`config.mk`:
```
export PLATFORM = sky130hd
export DESIGN_NAME = div_sqrt_prep_mvp
export DESIGN_NICKNAME = d
export VERILOG_FILES = /design/src/rtl/div_sqrt_prep_mvp_pkg.sv /design/src/rtl/div_sqrt_unpack_mvp.sv /design/src/rtl/div_sqrt_prep_mvp.sv
export SDC_FILE = /design/constraint.sdc
export NUM_CORES = 1
export LEC_CHECK = 0
export CAP_MARGIN = 20
export CORE_AREA = 2 2 162 204
export DETAILED_ROUTE_END_ITERATION = 8
export DIE_AREA = 0 0 164 206
export GPL_TIMING_DRIVEN = 1
export PLACE_DENSITY = 0.76
export SKIP_CTS_REPAIR_TIMING = 1
export SYNTH_ARGS = -nofsm -noshare
export SYNTH_HDL_FRONTEND = slang
export SYNTH_SLANG_ARGS = --single-unit
```
`constraint.sdc`:
```
create_clock -name Clk_CI -period 3 [get_ports Clk_CI]
set_input_delay 0.9 -clock Clk_CI [delete_from_list [all_inputs] [get_ports Clk_CI]]
set_output_delay 0.9 -clock Clk_CI [all_outputs]
set_load 0.02 [all_outputs]
```
`src/rtl/div_sqrt_prep_mvp_pkg.sv`:
```
// Shared definitions for the div/sqrt operand preparation stage: format
// encodings, FSM states, internal widths and per-format IEEE constants.
package div_sqrt_prep_mvp_pkg;

    localparam int C_EXP_FP64     = 11;
    localparam int C_MANT_FP64    = 52;
    localparam int C_EXP_FP32     = 8;
    localparam int C_MANT_FP32    = 23;
    localparam int C_EXP_FP16     = 5;
    localparam int C_MANT_FP16    = 10;
    localparam int C_EXP_FP16ALT  = 8;
    localparam int C_MANT_FP16ALT = 7;

    // Internal mantissa carries the hidden bit; exponent is signed so that
    // denormal normalization can go below 1.
    localparam int C_MANT_W = C_MANT_FP64 + 1;
    localparam int C_EXP_W  = 13;

    localparam logic [63:0] C_QNAN_FP64    = 64'h7FF8_0000_0000_0000;
    localparam logic [31:0] C_QNAN_FP32    = 32'h7FC0_0000;
    localparam logic [15:0] C_QNAN_FP16    = 16'h7E00;
    localparam logic [15:0] C_QNAN_FP16ALT = 16'h7FC0;
    localparam logic [63:0] C_INF_FP64     = 64'h7FF0_0000_0000_0000;
    localparam logic [31:0] C_INF_FP32     = 32'h7F80_0000;
    localparam logic [15:0] C_INF_FP16     = 16'h7C00;
    localparam logic [15:0] C_INF_FP16ALT  = 16'h7F80;

    typedef enum logic [1:0] {
        FMT_FP32    = 2'b00,
        FMT_FP64    = 2'b01,
        FMT_FP16    = 2'b10,
        FMT_FP16ALT = 2'b11
    } fmt_e;

    typedef enum logic [1:0] {
        S_IDLE     = 2'd0,
        S_CLASSIFY = 2'd1,
        S_NORM     = 2'd2,
        S_HOLD     = 2'd3
    } state_e;

    typedef enum logic [1:0] {
        SPEC_ZERO = 2'd0,
        SPEC_INF  = 2'd1,
        SPEC_QNAN = 2'd2
    } spec_e;

    // Build a final special result in the selected format, zero-extended.
    // The generated QNaN is always positive.
    function automatic logic [63:0] special_value(input fmt_e fmt, input logic sign,
                                                  input spec_e kind);
        logic [63:0] v;
        v = '0;
        case (fmt)
            FMT_FP64: v = (kind == SPEC_QNAN) ? C_QNAN_FP64 :
                          (kind == SPEC_INF)  ? {sign, C_INF_FP64[62:0]} : {sign, 63'd0};
            FMT_FP32: v = {32'd0, (kind == SPEC_QNAN) ? C_QNAN_FP32 :
                          (kind == SPEC_INF)  ? {sign, C_INF_FP32[30:0]} : {sign, 31'd0}};
            FMT_FP16: v = {48'd0, (kind == SPEC_QNAN) ? C_QNAN_FP16 :
                          (kind == SPEC_INF)  ? {sign, C_INF_FP16[14:0]} : {sign, 15'd0}};
            default:  v = {48'd0, (kind == SPEC_QNAN) ? C_QNAN_FP16ALT :
                          (kind == SPEC_INF)  ? {sign, C_INF_FP16ALT[14:0]} : {sign, 15'd0}};
        endcase
        return v;
    endfunction

endpackage

```
`src/rtl/div_sqrt_unpack_mvp.sv`:
```
// Combinational field extraction and classification of one raw operand.
// The fraction is left-justified into the FP64 fraction field so all
// formats share one internal mantissa layout.
module div_sqrt_unpack_mvp
    import div_sqrt_prep_mvp_pkg::*;
(
    input  logic [63:0]                i_operand,
    input  fmt_e                       i_fmt,
    output logic                       o_sign,
    output logic signed [C_EXP_W-1:0]  o_exp,
    output logic [C_MANT_W-1:0]        o_mant,
    output logic                       o_zero,
    output logic                       o_inf,
    output logic                       o_nan,
    output logic                       o_snan
);

    logic [C_EXP_FP64-1:0]  w_exp_field;
    logic                   w_exp_ones;
    logic [C_MANT_FP64-1:0] w_frac;
    logic                   w_exp_zero;
    logic                   w_frac_zero;

    // Select sign/exponent/fraction fields for the active format.
    always_comb begin
        o_sign      = i_operand[63];
        w_exp_field = i_operand[62:52];
        w_exp_ones  = &i_operand[62:52];
        w_frac      = i_operand[51:0];
        case (i_fmt)
            FMT_FP32: begin
                o_sign      = i_operand[31];
                w_exp_field = {3'd0, i_operand[30:23]};
                w_exp_ones  = &i_operand[30:23];
                w_frac      = {i_operand[22:0], 29'd0};
            end
            FMT_FP16: begin
                o_sign      = i_operand[15];
                w_exp_field = {6'd0, i_operand[14:10]};
                w_exp_ones  = &i_operand[14:10];
                w_frac      = {i_operand[9:0], 42'd0};
            end
            FMT_FP16ALT: begin
                o_sign      = i_operand[15];
                w_exp_field = {3'd0, i_operand[14:7]};
                w_exp_ones  = &i_operand[14:7];
                w_frac      = {i_operand[6:0], 45'd0};
            end
            default: ;
        endcase
    end

    assign w_exp_zero  = (w_exp_field == '0);
    assign w_frac_zero = (w_frac == '0);
    assign o_zero      = w_exp_zero & w_frac_zero;
    assign o_inf       = w_exp_ones & w_frac_zero;
    assign o_nan       = w_exp_ones & ~w_frac_zero;
    // Quiet bit is the fraction MSB, which left-justification puts at the top.
    assign o_snan      = o_nan & ~w_frac[C_MANT_FP64-1];
    // Denormals use exponent 1 with a cleared hidden bit.
    assign o_exp       = w_exp_zero ? 13'sd1 : $signed({2'b00, w_exp_field});
    assign o_mant      = {~w_exp_zero, w_frac};

endmodule

```
`src/rtl/div_sqrt_prep_mvp.sv`:
```
// Operand preparation ahead of the div/sqrt iteration: capture on start,
// classify and resolve special cases, normalize denormals one bit per cycle,
// then hold the prepared operands until the iteration stage takes them.
// Handshake: the result transfers on a cycle where Out_valid_SO and
// Out_ready_SI are both 1; while Out_valid_SO is 1 every output is stable.
module div_sqrt_prep_mvp
    import div_sqrt_prep_mvp_pkg::*;
#(
    parameter int MANT_W = C_MANT_W,
    parameter int EXP_W  = C_EXP_W
) (
    input  logic                    Clk_CI,
    input  logic                    Rst_RBI,
    input  logic                    Div_start_SI,
    input  logic                    Sqrt_start_SI,
    input  logic [63:0]             Operand_a_DI,
    input  logic [63:0]             Operand_b_DI,
    input  logic [2:0]              RM_SI,
    input  logic [1:0]              Format_sel_SI,
    input  logic                    Kill_SI,
    output logic                    Ready_SO,
    output logic                    Out_valid_SO,
    input  logic                    Out_ready_SI,
    output logic                    Div_op_SO,
    output logic                    Sign_a_DO,
    output logic                    Sign_b_DO,
    output logic signed [EXP_W-1:0] Exp_a_DO,
    output logic signed [EXP_W-1:0] Exp_b_DO,
    output logic [MANT_W-1:0]       Mant_a_DO,
    output logic [MANT_W-1:0]       Mant_b_DO,
    output logic [2:0]              RM_DO,
    output logic [1:0]              Format_sel_DO,
    output logic                    Special_SO,
    output logic [63:0]             Special_result_DO,
    output logic                    NV_SO,
    output logic                    DZ_SO,
    output logic [1:0]              o_dbg_state
);

    state_e                  r_state;
    logic                    r_ready, r_valid, r_div;
    logic [63:0]             r_op_a, r_op_b;
    logic [2:0]              r_rm;
    fmt_e                    r_fmt;
    logic                    r_sign_a, r_sign_b;
    logic signed [EXP_W-1:0] r_exp_a, r_exp_b;
    logic [MANT_W-1:0]       r_mant_a, r_mant_b;
    logic                    r_special, r_nv, r_dz;
    logic [63:0]             r_result;

    logic                    w_sign_a, w_sign_b;
    logic signed [EXP_W-1:0] w_exp_a, w_exp_b;
    logic [MANT_W-1:0]       w_mant_a, w_mant_b;
    logic                    w_zero_a, w_inf_a, w_nan_a, w_snan_a;
    logic                    w_zero_b, w_inf_b, w_nan_b, w_snan_b;
    logic                    w_special, w_res_sign, w_nv, w_dz;
    spec_e                   w_spec_kind;
    logic [MANT_W-1:0]       w_nrm_mant_a, w_nrm_mant_b;
    logic signed [EXP_W-1:0] w_nrm_exp_a, w_nrm_exp_b;
    logic                    w_cls_done, w_nrm_done;

    div_sqrt_unpack_mvp u_unpack_a (
        .i_operand (r_op_a), .i_fmt (r_fmt), .o_sign (w_sign_a), .o_exp (w_exp_a),
        .o_mant (w_mant_a), .o_zero (w_zero_a), .o_inf (w_inf_a), .o_nan (w_nan_a),
        .o_snan (w_snan_a)
    );

    div_sqrt_unpack_mvp u_unpack_b (
        .i_operand (r_op_b), .i_fmt (r_fmt), .o_sign (w_sign_b), .o_exp (w_exp_b),
        .o_mant (w_mant_b), .o_zero (w_zero_b), .o_inf (w_inf_b), .o_nan (w_nan_b),
        .o_snan (w_snan_b)
    );

    // Special-case decision, result sign and exception flags.
    always_comb begin
        w_special   = 1'b0;
        w_spec_kind = SPEC_ZERO;
        w_nv        = 1'b0;
        w_dz        = 1'b0;
        w_res_sign  = w_sign_a;
        if (r_div) begin
            w_res_sign = w_sign_a ^ w_sign_b;
            if (w_nan_a | w_nan_b) begin
                w_special = 1'b1; w_spec_kind = SPEC_QNAN; w_nv = w_snan_a | w_snan_b;
            end else if ((w_zero_a & w_zero_b) | (w_inf_a & w_inf_b)) begin
                w_special = 1'b1; w_spec_kind = SPEC_QNAN; w_nv = 1'b1;
            end else if (w_inf_a) begin
                w_special = 1'b1; w_spec_kind = SPEC_INF;
            end else if (w_zero_b) begin
                w_special = 1'b1; w_spec_kind = SPEC_INF; w_dz = 1'b1;
            end else if (w_zero_a | w_inf_b) begin
                w_special = 1'b1; w_spec_kind = SPEC_ZERO;
            end
        end else begin
            if (w_nan_a) begin
                w_special = 1'b1; w_spec_kind = SPEC_QNAN; w_nv = w_snan_a;
            end else if (w_zero_a) begin
                w_special = 1'b1; w_spec_kind = SPEC_ZERO;
            end else if (w_sign_a) begin
                w_special = 1'b1; w_spec_kind = SPEC_QNAN; w_nv = 1'b1;
            end else if (w_inf_a) begin
                w_special = 1'b1; w_spec_kind = SPEC_INF;
            end
        end
    end

    // One normalization step: shift only operands whose hidden bit is still 0.
    assign w_nrm_mant_a = r_mant_a[MANT_W-1] ? r_mant_a : {r_mant_a[MANT_W-2:0], 1'b0};
    assign w_nrm_mant_b = r_mant_b[MANT_W-1] ? r_mant_b : {r_mant_b[MANT_W-2:0], 1'b0};
    assign w_nrm_exp_a  = r_mant_a[MANT_W-1] ? r_exp_a : r_exp_a - EXP_W'(1);
    assign w_nrm_exp_b  = r_mant_b[MANT_W-1] ? r_exp_b : r_exp_b - EXP_W'(1);

    // Sqrt ignores B; the final shift and the move to HOLD share one edge.
    assign w_cls_done = w_mant_a[MANT_W-1] & (w_mant_b[MANT_W-1] | ~r_div);
    assign w_nrm_done = w_nrm_mant_a[MANT_W-1] & (w_nrm_mant_b[MANT_W-1] | ~r_div);

    // Control FSM and all registered outputs; Kill overrides everything.
    always_ff @(posedge Clk_CI or negedge Rst_RBI) begin
        if (!Rst_RBI) begin
            r_state   <= S_IDLE;
            r_ready   <= 1'b1;
            r_valid   <= 1'b0;
            r_div     <= 1'b0;
            r_op_a    <= '0;
            r_op_b    <= '0;
            r_rm      <= '0;
            r_fmt     <= FMT_FP32;
            r_sign_a  <= 1'b0;
            r_sign_b  <= 1'b0;
            r_exp_a   <= '0;
            r_exp_b   <= '0;
            r_mant_a  <= '0;
            r_mant_b  <= '0;
            r_special <= 1'b0;
            r_nv      <= 1'b0;
            r_dz      <= 1'b0;
            r_result  <= '0;
        end else if (Kill_SI) begin
            r_state <= S_IDLE;
            r_ready <= 1'b1;
            r_valid <= 1'b0;
        end else begin
            case (r_state)
                S_IDLE: begin
                    if (Div_start_SI | Sqrt_start_SI) begin
                        r_op_a  <= Operand_a_DI;
                        r_op_b  <= Operand_b_DI;
                        r_rm    <= RM_SI;
                        r_fmt   <= fmt_e'(Format_sel_SI);
                        r_div   <= Div_start_SI;
                        r_ready <= 1'b0;
                        r_state <= S_CLASSIFY;
                    end
                end
                S_CLASSIFY: begin
                    r_sign_a  <= w_sign_a;
                    r_sign_b  <= w_sign_b;
                    r_exp_a   <= w_exp_a;
                    r_exp_b   <= w_exp_b;
                    r_mant_a  <= w_mant_a;
                    r_mant_b  <= w_mant_b;
                    r_special <= w_special;
                    r_nv      <= w_nv;
                    r_dz      <= w_dz;
                    r_result  <= special_value(r_fmt, w_res_sign, w_spec_kind);
                    if (w_special | w_cls_done) begin
                        r_state <= S_HOLD;
                        r_valid <= 1'b1;
                    end else begin
                        r_state <= S_NORM;
                    end
                end
                S_NORM: begin
                    r_mant_a <= w_nrm_mant_a;
                    r_mant_b <= w_nrm_mant_b;
                    r_exp_a  <= w_nrm_exp_a;
                    r_exp_b  <= w_nrm_exp_b;
                    if (w_nrm_done) begin
                        r_state <= S_HOLD;
                        r_valid <= 1'b1;
                    end
                end
                default: begin
                    if (Out_ready_SI) begin
                        r_state <= S_IDLE;
                        r_valid <= 1'b0;
                        r_ready <= 1'b1;
                    end
                end
            endcase
        end
    end

    assign Ready_SO          = r_ready;
    assign Out_valid_SO      = r_valid;
    assign Div_op_SO         = r_div;
    assign Sign_a_DO         = r_sign_a;
    assign Sign_b_DO         = r_sign_b;
    assign Exp_a_DO          = r_exp_a;
    assign Exp_b_DO          = r_exp_b;
    assign Mant_a_DO         = r_mant_a;
    assign Mant_b_DO         = r_mant_b;
    assign RM_DO             = r_rm;
    assign Format_sel_DO     = r_fmt;
    assign Special_SO        = r_special;
    assign Special_result_DO = r_result;
    assign NV_SO             = r_nv;
    assign DZ_SO             = r_dz;
    assign o_dbg_state       = r_state;

endmodule
```
==> reports/qor.txt <==
RSZ-0062 raised after global routing - yes
Post-Synthesis Cells - 1,243
Die width - 164 um
Nets - 1,818
Final Non-Filler Cells - 2,113
Crit path kind - reg2reg
Setup crit start - Format_sel_DO[0]
Fmax - 304 MHz
Maximum VDD drop - 0.000695 V
Largest net degree at the start of global routing - 87
Iter 0 DRT Violations - 1,408
Crit path DAT - 3.75 ns
RR Endpoint - Special_result_DO[9]
Lkg Pwr - 8.89 nW
Num CTS Buffers - 29
Worst Path Required - 3.47 ns
Max-slew headroom - 0.560
Filler cell count - 2,522
Tcrit/Tclk final - 1.09
Drt first pass iters - 8
Crit path max fanout - 8
Status - complete, but fails checks
Synth area leaders - dfrtp_1 50%, mux2_2 11%, a222oi_1 4.7%
Distinct cells, synth - 64
Die area - 33,800 um^2
Vias in the first global route - 12,500
PnR worst setup slack - -0.284 ns
Row count - 74
Wire per inst - 23.8 um
Critical Path Source Type - flip-flop
Failing checks - negative setup slack
TritonCTS clock tree - yes
Drt total wl - 50.2 mm
First-pass GRT wire length - 74.3 mm
Worst Reg-to-Reg Cells - 14
Final instance area - 20,100 um^2
Final Hold Viols - 0
Gr usage total - 0.291
Kind of path behind the tightest hold check - in2async
Seq/Total Area, Yosys - 0.506
Number of synthesized register bits - 286
Leading area contributor after synthesis - dfrtp_1
EDFF count, synth - 0
Placed Cells - 2,037
Via Count - 12,600
Reg2reg start - Format_sel_DO[0]
H-tree Lvls - 1
IO Pins - 350
Worst Max-Slew Pin Slew - 0.653 ns
Worst clock skew - 0.0127 ns
P&R area growth vs syn - 42.2%
DP HPWL - 37.3 mm
Initial antenna violation count - 2
Clock tree buffer depth - 3
Die Ht - 206 um
Commonest cells in the netlist - 285 x dfrtp_1, 135 x mux2_2, 78 x inv_1
Final Max Tran Viols - 0
Synthesis Warnings - 0
Top-count cell post-synth - dfrtp_1
Pwr Density - 1170 nW/um^2
R2R setup slack - -0.28 ns
IO Port Bufs - 318
Footprint of the multi-input gates - 6240 um^2
Starting Density - 0.441
Final Hold Slack - 0.229 ns
Max Cap Viol - 0
Clock sink total - 286
DRT antenna net count - 0
Clk slew on worst S/H paths - 0.07 ns
Avg Inst Size Synth - 11.4 um^2
Post-synth ARST share - 1.00
Sequential cell area - 7160 um^2
Core region area - 32,100 um^2
DP Area - 18,700 um^2
RePlAce Congestion - 0.937
Crit end category - flip-flop
Crit path time final - 3.28 ns
Final setup violation count - 12
Root buffer cell - clkbuf_16
DRC violations left - 0
Vias per cell - 5.98
Gr ovfl total - 0
Worst skew pair latency - 0.57 ns
Synth top area share - 0.504
Synth Cell Area - 14,200 um^2
Layout cell share with drive strength beyond 1 - 0.259
Main synth FF type - dfrtp_1
-- how the worst max path moves through the flow --
stage | endpoint | cells after the start | slack, ns
finish | Special_result_DO[9] | 14 | -0.28
global route | Special_result_DO[9] | 16 | -0.44
CTS | Special_result_DO[9] | 12 | -0.32
detailed placement | Special_result_DO[9] | 12 | -0.28
global placement | Special_result_DO[9] | 12 | -0.26
floorplan | Special_result_DO[9] | 15 | -0.13
-- logic make-up after synthesis --
group                    count (synthesis)  synth area share
flip-flops                             286             0.506
adder cells (fa/ha/maj)                  7           0.00619
other                                    1          0.000265
XOR/XNOR                                 5           0.00309
AO/OA/AOI/OAI                          246             0.133
buffers and inverters                  216            0.0763
multiplexers                           200             0.176
AND/OR/NAND/NOR                        282            0.0992
-- cell type report --
type                    count  share of cell area
diodes                      2            0.000249
clock buffers              36              0.0389
clock inverters            16              0.0113
inverters                  78              0.0147
multi-input cells         771               0.310
flip-flops and latches    286               0.356
well taps                 418              0.0260
repair buffers            506               0.243
-- metrics by stage --
stage / worst slack (ns) / total power, mW / util / setup TNS, ns
2_1_floorplan: -0.130 / 13.1 / - / -0.376
3_3_place_gp: -0.262 / 18.5 / 0.581 / -1.56
3_5_place_dp: -0.281 / 18.7 / 0.581 / -1.92
4_1_cts: -0.316 / 22.6 / 0.612 / -2.30
5_1_grt: -0.437 / 24.5 / 0.626 / -3.26
6_report: -0.284 / 23.5 / 0.626 / -1.50
-- power breakdown --
part	internal (mW)	total [mW]	switching (mW)
sequential	5.52	7.60	2.07
combinational	6.15	12.0	5.83
clock	2.29	3.88	1.60
total	14.0	23.5	9.50
-- registers in the layout, summed over array words and instances, names as in the netlist --
| register | count |
|---|---|
| Exp_b_DO | 13 |
| r_op_a | 64 |
| Exp_a_DO | 13 |
| Format_sel_DO | 2 |
| r_op_b | 64 |
| Ready_SO | 1 |
| Out_valid_SO | 1 |
| NV_SO | 1 |
| Div_op_SO | 1 |
| Sign_a_DO | 1 |
| Special_SO | 1 |
| Mant_a_DO | 53 |
| Special_result_DO | 11 |
| Mant_b_DO | 53 |
| o_dbg_state | 2 |
| DZ_SO | 1 |
| Sign_b_DO | 1 |
| RM_DO | 3 |
-- routing by layer --
metal / GRT usage / share of wire / vias to the layer above
li1: - / - / 5429
met1: 0.347 / 0.36 / 6282
met2: 0.510 / 0.51 / 760
met3: 0.0409 / 0.077 / 167
met4: 0.148 / 0.053 / 0
met5: 0 / 0 / -
-- worst max-delay path: stages (launching register included) --
cell and delay (ns):
dfrtp_4 0.51, buf_6 0.13, buf_12 0.14, mux4_2 0.47, nor4_4 0.33, nand4_1 0.14
buf_4 0.19, nor3b_4 0.23, nand3_1 0.16, o32ai_2 0.17, a21oi_2 0.08, ha_4 0.27
inv_4 0.06, mux2i_1 0.07, o31ai_1 0.23
-- layout by cell type (no fill, tap or decap), types with 7 or more instances in the layout --
master / n
clkdlybuf4s50_1: 317
o21ai_0: 39
nor4_1: 26
a222oi_1: 67
nor3_1: 19
a22oi_1: 9
nand2b_1: 13
dfrtp_1: 283
a21oi_1: 42
nand3_1: 19
buf_12: 17
buf_4: 162
a211oi_1: 7
mux2i_1: 39
a221o_1: 21
mux2_2: 135
inv_1: 77
nor2_1: 72
nand2_1: 66
conb_1: 31
clkbuf_16: 32
a22o_1: 9
mux4_2: 22
o22ai_1: 7
a221oi_1: 9
nand4_1: 14
No activity file was read; power rests on OpenSTA's default activity.
